## config.mk

```make
export PLATFORM = sky130hd
export DESIGN_NAME = fir_audio_sequencer
export DESIGN_NICKNAME = d
export VERILOG_FILES = /design/src/rtl/fir_audio_sequencer.sv
export SDC_FILE = /design/constraint.sdc
export NUM_CORES = 1
export LEC_CHECK = 0
export ABC_AREA = 0
export CORE_ASPECT_RATIO = 0.75
export CORE_UTILIZATION = 41
export DETAILED_ROUTE_END_ITERATION = 10
export HOLD_SLACK_MARGIN = 0.03
export PLACE_DENSITY = 0.81
export SYNTH_ARGS = -nofsm -noshare
export SYNTH_HDL_FRONTEND = slang
export SYNTH_SLANG_ARGS = --single-unit
```

## constraint.sdc

```tcl
create_clock -name clk -period 3.5 [get_ports clk]
set_input_delay 0.7 -clock clk [delete_from_list [all_inputs] [get_ports clk]]
set_output_delay 0.7 -clock clk [all_outputs]
set_load 0.01 [all_outputs]
```

## src/rtl/fir_audio_sequencer.sv

```systemverilog
// fir_audio_sequencer: pops a stereo pair from the codec, steps both FIR
// instances once, waits LAT cycles for the filtered result and pushes it back.
// Optional raw passthrough path is compiled in with `define FIR_SEQ_BYPASS_EN.
module fir_audio_sequencer #(
    parameter int unsigned W       = 24,
    parameter int unsigned LAT     = 1,
    parameter int unsigned TIMEOUT = 1024
) (
    input  logic         clk,
    input  logic         reset,
    input  logic         read_ready,
    input  logic [W-1:0] readdata_left,
    input  logic [W-1:0] readdata_right,
    output logic         read,
    input  logic         write_ready,
    output logic         write,
    output logic [W-1:0] writedata_left,
    output logic [W-1:0] writedata_right,
    output logic         fir_valid,
    output logic [W-1:0] fir_in_left,
    output logic [W-1:0] fir_in_right,
    input  logic [W-1:0] fir_out_left,
    input  logic [W-1:0] fir_out_right,
    input  logic         bypass,
    output logic [15:0]  sample_count,
    output logic         overrun
);

    localparam int unsigned WCW = $clog2(LAT + 1);
    localparam int unsigned TCW = $clog2(TIMEOUT + 1);

    typedef enum logic [1:0] {IDLE, FILTER, WAIT, WRITE} state_t;

    state_t         state, state_next;
    logic [WCW-1:0] wcnt, wcnt_next;
    logic [TCW-1:0] tcnt, tcnt_next;
    logic           cap_in, cap_out, cap_raw, drop;
    logic           use_bypass;

`ifdef FIR_SEQ_BYPASS_EN
    assign use_bypass = bypass;
`else
    logic unused_bypass;
    assign unused_bypass = bypass;
    assign use_bypass    = 1'b0;
`endif

    // Pop strobe follows the codec handshake in the same cycle; held low in reset
    assign read = (state == IDLE) && read_ready && reset;

    // Next-state, counter and load-enable decode
    always_comb begin
        state_next = state;
        wcnt_next  = wcnt;
        tcnt_next  = '0;
        cap_in     = 1'b0;
        cap_out    = 1'b0;
        cap_raw    = 1'b0;
        drop       = 1'b0;
        write      = 1'b0;
        case (state)
            IDLE: begin
                if (read) begin
                    if (use_bypass) begin
                        cap_raw    = 1'b1;
                        state_next = WRITE;
                    end else begin
                        cap_in     = 1'b1;
                        state_next = FILTER;
                    end
                end
            end
            FILTER: begin
                wcnt_next  = WCW'(LAT);
                state_next = WAIT;
            end
            WAIT: begin
                if (wcnt == WCW'(1)) begin
                    cap_out    = 1'b1;
                    wcnt_next  = '0;
                    state_next = WRITE;
                end else begin
                    wcnt_next = wcnt - WCW'(1);
                end
            end
            WRITE: begin
                if (write_ready) begin
                    write      = 1'b1;
                    state_next = IDLE;
                end else if (tcnt == TCW'(TIMEOUT - 1)) begin
                    drop       = 1'b1;
                    state_next = IDLE;
                end else begin
                    tcnt_next = tcnt + TCW'(1);
                end
            end
            default: state_next = IDLE;
        endcase
    end

    // State, counters and registered datapath outputs
    always_ff @(posedge clk or negedge reset) begin
        if (!reset) begin
            state           <= IDLE;
            wcnt            <= '0;
            tcnt            <= '0;
            fir_valid       <= 1'b0;
            fir_in_left     <= '0;
            fir_in_right    <= '0;
            writedata_left  <= '0;
            writedata_right <= '0;
            sample_count    <= '0;
            overrun         <= 1'b0;
        end else begin
            state     <= state_next;
            wcnt      <= wcnt_next;
            tcnt      <= tcnt_next;
            fir_valid <= (state_next == FILTER);
            if (cap_in) begin
                fir_in_left  <= readdata_left;
                fir_in_right <= readdata_right;
            end
            if (cap_out) begin
                writedata_left  <= fir_out_left;
                writedata_right <= fir_out_right;
            end else if (cap_raw) begin
                writedata_left  <= readdata_left;
                writedata_right <= readdata_right;
            end
            if (write) begin
                sample_count <= sample_count + 16'd1;
            end
            if (drop) begin
                overrun <= 1'b1;
            end
        end
    end

endmodule

```

* After elaboration in Yosys (flattened, before gate mapping)
Index checks and enable logic that the tools add are counted.
Word-level totals: bits in writable memories 0, input bits 101, register bits 128, latch bits 0, logic and storage cells 43, output and inout bits 116, memories kept 0, memory bits (read-only) 0
Operators by class: div/mod/pow operators 0, $lt $le $gt $ge 0, reduce and logical (&&, ||, !) cells 4, multipliers 0, shift-type cells 0, equal/unequal tests 5, add/subtract/negate cells 3, bitwise operators 0, mux-type cells 21
Operators by type and width (count):
- $mux W24 | 2
- $mux W11 | 3
- $add A16 B1 Y16 const B | 1
- $add A11 B1 Y11 const B | 1
- $eq A11 B10 Y1 const B | 1
- $mux W1 | 10
- $mux W2 | 4
- $pmux W2 S4 | 1
- $eq A2 B1 Y1 const B | 2
- $eq A2 B2 Y1 const B | 2
- $logic_and A1 B1 Y1 | 2
- $logic_not A2 Y1 | 1
- $pmux W1 S2 | 1
- $reduce_bool A2 Y1 | 1
- $sub A1 B1 Y1 const B | 1

* Longest topological paths before layout
Gate-level depths: netlist of the first run.
word-level depth 6, mapped depth 7, mapped depth without buffers 6

* Worst setup path after synthesis of the first run
OpenSTA, ideal clock, no wires.
path kind register to output, from reg state[0], to out read, slack 1.576 ns, data required time 2.800 ns, path buffers 1, cell stages (with the launch flop) 6, arrival 1.224 ns, path through dfrtp_1 -> inv_1 -> ha_1 -> inv_1 -> nor2_2 -> buf_6
Between the ends: word-level cells in the longest chain between the ends 3
Ends and longest elaborated chain:
- start, declared | RTL line 34 | state_t state, state_next;
- start signal, assigned | RTL line 115 | state <= state_next;
- $logic_not A2 Y1 | RTL line 49 | assign read = (state == IDLE) && read_ready && reset;
- $logic_and A1 B1 Y1 (2 in series) | RTL line 49
- end, declared | RTL line 14 | output logic read,
No other way between the ends.

* Worst setup path after layout of the first run
from in write_ready, to out write
Between the ends: word-level cells in the longest chain between the ends 2
Ends and longest elaborated chain:
- start, declared | RTL line 15 | input logic write_ready,
- $mux W1 | RTL line 87 | if (write_ready) begin
- $mux W1 | RTL line 61 | case (state)
- end, declared | RTL line 16 | output logic write,
No other way between the ends.

==> results.txt, run 1 <==
----------------------------------------------------
[Timing]
  Transition at the pin with the smallest max-transition slack ... 954 ps
  Worst setup skew after layout ... 7.70 ps
  Final sum of negative setup slack ... 0 ps
  Fraction of the cycle the final worst path needs ... 82.3%
  Number of max-slew violations in the final report ... 0
  Final worst path period need ... 2880 ps
  Slew headroom ... 36.4%
  Final hold vios ... 0
  Worst hold slack after final layout ... 410 ps
  Unrepaired setup endpoints after global routing ... false
  Final setup margin ... 620 ps
  Final count of negative-setup-slack endpoints ... 0
  Max Freq ... 347 MHz

[Placed design]
  Pre-CTS worst setup slack ... 658 ps
  HPWL after DPL ... 8.68 mm
  Cell area reported after detailed placement ... 0.00740 mm^2
  Final GP Congestion ... 0.765
  Number of placed instances, taps included ... 713
  Port bufs ... 215

[Clock network]
  H-Tree Depth ... 4
  Total CTS buffers ... 17
  Post-CTS Setup Repair Bufs ... 0
  Max Buffers Root-to-Sink ... 2
  TritonCTS clock tree ... built
  CTS Root Cell ... sky130_fd_sc_hd__clkbuf_16
  Number of hold-repair buffers added at the cts stage ... 0
  Clk sinks ... 128
  Resized cells post-CTS ... 0
  Clock insertion delay at the later pin of the skew report ... 410 ps
  Clk pin slew, worst setup/hold paths ... 60 ps

[Setup path]
  Endpoint class of the critical path ... output pin
  Worst stage delay on the critical path ... 620 ps
  Worst path required time ... 2800 ps
  Arrival time of data at the critical path endpoint ... 2180 ps
  Most common cell type on the critical path ... sky130_fd_sc_hd__clkdlybuf4s50_1
  Largest fanout of any net on the critical path ... 6
  CP max stage cell ... sky130_fd_sc_hd__clkdlybuf4s50_1
  R2R Path Start ... state[0]$_DFF_PN0_
  Crit. Startpoint ... write_ready
  Count of buffering cells on the critical path with inverters included ... 2
  Top delay family on crit path ... buffers and inverters
  List of cells traversed by the critical path ... clkdlybuf4s50_1 -> and2_1 -> clkdlybuf4s50_1
  Category of the most critical setup path ... primary input to output pin
  Type of element launching the critical path ... primary input

[Die]
  Area enclosed by the die boundary ... 0.0129 mm^2
  Site Rows ... 34
  I/O Pins ... 217
  Initial cell density of the core ... 43.0%
  Die outline width ... 131 um
  Total core area ... 0.0118 mm^2
  DIE HEIGHT ... 98.5 um

[Routing]
  Routed WL ... 12.0 mm
  Remaining routing DRC violations ... 0
  Wire length per cell ... 16.2 um
  DRC violation total after the first TritonRoute iteration ... 84
  Router iterations before antenna repair ... 4
  Via/cell ratio ... 4.77
  Via total after detailed routing ... 3551
  Count of antenna-violating nets left after detailed routing ... 0

[GRT]
  Vias in the first global route ... 3816
  Maximum number of pins on one net before global-route repair ... 78
  Initial antenna violation count ... 0
  GRT Resource Usage Total ... 19.6%
  Remaining global-route overflow ... 0
  First-pass GRT wire length ... 18.9 mm

[Pwr]
  Pwr/cell area ... 873 mW/mm^2
  Total power consumption of the routed design ... 6.94 mW
  Leakage power ... 3.32 nW
  IR Drop Worst-Case VDD ... 0.462 mV

[Finish]
  Non-filler instance count after layout ... 745
  Layout cells sized above 1 ... 24.2%
  # diodes ... 0
  Count of fill cells added during filler insertion ... 892
  Final layout net count ... 676
  Fraction of the core area covered by cells at the end of the flow ... 67.2%
  Area added between synthesis and finish ... 56.2%
  Finished layout cell area ... 0.00795 mm^2

[Synth]
  Biggest area consumer among synthesized cells ... sky130_fd_sc_hd__dfrtp_1
  Largest cells by area after synthesis ... sky130_fd_sc_hd__dfrtp_1 (63%), sky130_fd_sc_hd__mux2_2 (21%), sky130_fd_sc_hd__xnor2_1 (1.9%), sky130_fd_sc_hd__xor2_1 (1.9%), sky130_fd_sc_hd__ha_1 (1.2%)
  Synth top area share ... 62.9%
  Number of standard cells after synthesis ... 343
  Post-synthesis sequential element count ... 128
  Synthesized cell area ... 0.00509 mm^2
  Total number of yosys warnings ... 0
  Post-synthesis cell type count ... 34
  Syn_nets ... 449
  Post-synthesis sequential area ratio ... 62.9%
  Post-synthesis average cell area ... 14.8 um^2

[Outcome]
  Status ... finished, final reports clean

[Job]
  Total of max-cap violations ... 0

[Min path]
  Worst hold-check path type ... primary input to async pin

----------------------------------------------------
-- cells by family after synthesis --
kind of cell,after synthesis,synth area share (%)
AO/OA/AOI/OAI,10,1.47
buffers and inverters,22,2.58
multiplexers,97,21.5
AND/OR/NAND/NOR,59,6.54
XOR/XNOR,22,3.79
flip-flops,128,62.9
adder cells (fa/ha/maj),5,1.23
-- registers in the layout (all words and copies together) (netlist names) --
signal and count:
sample_count 16, fir_in_left 24, writedata_right 24, overrun 1
writedata_left 24, state 2, fir_valid 1, tcnt 11
fir_in_right 24, wcnt 1
-- worst paths after layout --
| path | to | slack [ps] | depth (start not counted) |
|---|---|---|---|
| worst max-delay path | write | 620 | 3 |
| worst min-delay path | state[1]$_DFF_PN0_ | 410 | 2 |
| worst max register to register | writedata_right[17]$_DFFE_PN0P_ | 1320 | 5 |
| worst min register to register | overrun$_DFFE_PN0P_ | 470 | 2 |
| max in group asynchronous | fir_in_right[2]$_DFFE_PN0P_ | 1680 | 3 |
| min in group clk | overrun$_DFFE_PN0P_ | 470 | 2 |
-- cell usage in the layout (no fill, tap or decap), types with 3 or more instances in the layout --
| cell type | n |
|---|---|
| sky130_fd_sc_hd__clkdlybuf4s50_1 | 214 |
| sky130_fd_sc_hd__dfrtp_1 | 128 |
| sky130_fd_sc_hd__mux2_2 | 97 |
| sky130_fd_sc_hd__clkbuf_16 | 17 |
| sky130_fd_sc_hd__nor2_1 | 14 |
| sky130_fd_sc_hd__xnor2_1 | 11 |
| sky130_fd_sc_hd__xor2_1 | 11 |
| sky130_fd_sc_hd__inv_1 | 9 |
| sky130_fd_sc_hd__nand2_1 | 9 |
| sky130_fd_sc_hd__nand3_1 | 8 |
| sky130_fd_sc_hd__buf_4 | 7 |
| sky130_fd_sc_hd__nor3_1 | 5 |
| sky130_fd_sc_hd__ha_1 | 5 |
| sky130_fd_sc_hd__clkinvlp_4 | 5 |
| sky130_fd_sc_hd__nand4_1 | 4 |
| sky130_fd_sc_hd__and4_1 | 4 |
| sky130_fd_sc_hd__clkinv_2 | 4 |
| sky130_fd_sc_hd__a21oi_1 | 3 |
-- final cells by class --
class | instances | area, um^2 | area share, %
multi-input cells | 193 | 1760 | 22.2
repair buffers | 221 | 2190 | 27.6
flip-flops and latches | 128 | 3200 | 40.3
clock inverters | 13 | 114 | 1.43
well taps | 162 | 203 | 2.55
inverters | 9 | 33.8 | 0.425
clock buffers | 19 | 443 | 5.57
-- cell usage after synthesis (all sizes together) --
cell type / count
a21o: 1
a21oi: 3
a31oi: 1
a32o: 1
and2: 2
and2b: 1
and3: 2
and4: 4
buf: 12
clkbuf: 1
dfrtp: 128
ha: 5
inv: 9
mux2: 97
nand2: 9
nand2b: 1
nand3: 9
nand4: 5
nor2: 15
nor2b: 2
nor3: 5
nor3b: 1
nor4: 1
o21ai: 1
o31ai: 2
o41ai: 1
or3: 2
xnor2: 11
xor2: 11
-- power by group --
part / internal, mW / switching [mW] / leakage [nW] / total (mW)
Combinational: 1.79 / 1.06 / 1.50 / 2.84
Sequential: 2.11 / 0.351 / 1.55 / 2.46
Clock: 0.993 / 0.645 / 0.262 / 1.64
Total: 4.89 / 2.05 / 3.32 / 6.94
-- worst register-to-register path, delay by kind of cell (launching register included) --
kind,cells,cell delay (ps)
multiplexers,1,360
buffers and inverters,2,470
adder cells (fa/ha/maj),1,190
AND/OR/NAND/NOR,1,640
flip-flops,1,410
-- metal layers --
layer	share of wire (%)	wire [um]	global-route usage, %	vias up
met2	48	5800	32.3	154
met3	11	1370	10.0	10
met1	40	4760	21.9	1732
li1	-	-	-	1655
met4	0.91	109	6.10	0
met5	0	0	0	-
Note: power is estimated with default switching activity, not from simulation.
==> run 2: changes to the inputs <==
CORE_UTILIZATION = 38   (was 41)
PLACE_DENSITY = 0.79   (was 0.81)
clock period = 2.4 ns   (was 3.5 ns; I/O delays follow)
==> run 2 against run 1 <==
Routed wire length is 2.0% lower. Die area rose by 7.8%. Core utilization shrank 5.9 points. Hold slack got worse by 110 ps. Clock-buffer cell count up 2. Largest power group unchanged. Highest routed layer unchanged. First-iteration DRC count grew 55%.
==> results.txt, run 2 (synthesis gave the netlist of run 1 again) <==
----------------------------------------------------
[Placed design]
  Port bufs ... 215
  Cell area reported after detailed placement ... 0.00743 mm^2
  HPWL after DPL ... 8.50 mm
  Final GP Congestion ... 0.762

[Outcome]
  Status ... finished, final reports clean

[Clock network]
  TritonCTS clock tree ... built
  Max Buffers Root-to-Sink ... 2
  Clk sinks ... 128
  Number of hold-repair buffers added at the cts stage ... 0
  Clock insertion delay at the later pin of the skew report ... 400 ps
  Post-CTS Setup Repair Bufs ... 0
  CTS Root Cell ... sky130_fd_sc_hd__clkbuf_16
  Total CTS buffers ... 17
  Clk pin slew, worst setup/hold paths ... 60 ps
  H-Tree Depth ... 4

[Setup path]
  Arrival time of data at the critical path endpoint ... 1760 ps
  Top delay family on crit path ... buffers and inverters
  Worst path required time ... 1920 ps
  Total stage count of the critical path ... 3
  Endpoint class of the critical path ... output pin
  Register-to-register setup slack ... 590 ps
  Largest fanout of any net on the critical path ... 6
  Crit. Startpoint ... state[1]$_DFF_PN0_
  Type of element launching the critical path ... flop
  CP max stage cell ... sky130_fd_sc_hd__clkdlybuf4s50_1
  Worst r2r dst ... fir_in_right[19]$_DFFE_PN0P_
  CP endpoint ... write
  Number of cells traversed by the worst register-to-register path ... 6
  Category of the most critical setup path ... flop to output pin
  List of cells traversed by the critical path ... ha_1 -> and2_1 -> clkdlybuf4s50_1
  Count of buffering cells on the critical path with inverters included ... 1
  R2R Path Start ... state[0]$_DFF_PN0_
  Worst stage delay on the critical path ... 540 ps

[Routing]
  Remaining routing DRC violations ... 0
  Wire length per cell ... 15.6 um
  Routed WL ... 11.8 mm
  Count of antenna-violating nets left after detailed routing ... 0
  DRC violation total after the first TritonRoute iteration ... 130
  Router iterations before antenna repair ... 5
  Via/cell ratio ... 4.70
  Via total after detailed routing ... 3544

[Pwr]
  Pwr/cell area ... 1260 mW/mm^2
  Total power consumption of the routed design ... 10.1 mW
  IR Drop Worst-Case VDD ... 0.845 mV
  Leakage power ... 3.33 nW

[Die]
  I/O Pins ... 217
  Total core area ... 0.0130 mm^2
  DIE HEIGHT ... 102 um
  Site Rows ... 36
  Die outline width ... 136 um
  Initial cell density of the core ... 39.1%
  Area enclosed by the die boundary ... 0.0139 mm^2

[Timing]
  Fraction of the cycle the final worst path needs ... 93.3%
  Unrepaired setup endpoints after global routing ... false
  Slew headroom ... 46.2%
  Max Freq ... 447 MHz
  Final count of negative-setup-slack endpoints ... 0
  Final worst path period need ... 2240 ps
  Worst setup skew after layout ... 9.50 ps
  Number of max-slew violations in the final report ... 0
  Final sum of negative setup slack ... 0 ps
  Worst hold slack after final layout ... 304 ps
  Transition at the pin with the smallest max-transition slack ... 807 ps
  Final hold vios ... 0

[Min path]
  Worst hold-check path type ... primary input to async pin

[GRT]
  Vias in the first global route ... 3646
  Remaining global-route overflow ... 0
  Maximum number of pins on one net before global-route repair ... 66
  GRT Resource Usage Total ... 17.5%
  Initial antenna violation count ... 0
  First-pass GRT wire length ... 18.3 mm

[Finish]
  Layout cells sized above 1 ... 24.2%
  Leading cell type in the layout, fill and taps excluded ... sky130_fd_sc_hd__clkdlybuf4s50_1
  Finished layout cell area ... 0.00798 mm^2
  Most frequent cells in the layout ... sky130_fd_sc_hd__clkdlybuf4s50_1 (213), sky130_fd_sc_hd__dfrtp_1 (128), sky130_fd_sc_hd__mux2_2 (97)
  Count of fill cells added during filler insertion ... 995
  Multi-input combinational cell area ... 0.00176 mm^2
  # diodes ... 0
  Final layout net count ... 676
  Area added between synthesis and finish ... 56.9%
  Total area of sequential cells ... 0.00320 mm^2
  Fraction of the core area covered by cells at the end of the flow ... 61.3%

[Job]
  Total of max-cap violations ... 0

----------------------------------------------------
run 2: repair_timing:
item,CTS,global route
hold endpoints to repair,0,0
resized for setup,2,0
endpoints found under the setup margin,1,0
run 2: cell type report:
| type | instances | share of cell area, % |
|---|---|---|
| clock inverters | 11 | 1.13 |
| repair buffers | 221 | 27.8 |
| clock buffers | 21 | 5.77 |
| flip-flops and latches | 128 | 40.1 |
| well taps | 171 | 2.68 |
| multi-input cells | 193 | 22.1 |
| inverters | 9 | 0.423 |
run 2: routing by layer:
metal,track usage [%],share of wire [%],vias to the layer above
li1,-,-,1656
met1,20.7,41,1743
met2,29.4,51,134
met3,7.04,7.0,11
met4,5.53,1.1,0
met5,0,0,-
run 2: how the worst min path moves through the flow:
stage / start / endpoint / slack, ps / cells after the start
2_1_floorplan: reset / fir_in_left[0]$_DFFE_PN0P_ / 180 / 0
3_3_place_gp: overrun$_DFFE_PN0P_ / overrun$_DFFE_PN0P_ / 460 / 2
3_5_place_dp: overrun$_DFFE_PN0P_ / overrun$_DFFE_PN0P_ / 460 / 2
4_1_cts: reset / writedata_right[16]$_DFFE_PN0P_ / 330 / 2
5_1_grt: reset / writedata_right[16]$_DFFE_PN0P_ / 360 / 2
6_report: reset / writedata_right[16]$_DFFE_PN0P_ / 300 / 2
run 2: worst register-to-register path, delay by kind of cell, from the launching register on:
kind                     cells  cell delay [ps]
buffers and inverters        3              470
flip-flops                   1              420
AND/OR/NAND/NOR              1              140
adder cells (fa/ha/maj)      1              230
multiplexers                 1              440
run 2: per-stage QoR:
stage / worst slack [ps] / std cells
after floorplan: 696 / 343
after global placement: 164 / 722
after detailed placement: 133 / 722
after CTS: 133 / 754
after global routing: 63.5 / 754
final: 162 / 754
run 2: where the power goes:
part / total, mW / internal [mW] / switching [mW]
Sequential: 3.58 / 3.07 / 0.509
Combinational: 4.15 / 2.63 / 1.52
Clock: 2.36 / 1.46 / 0.891
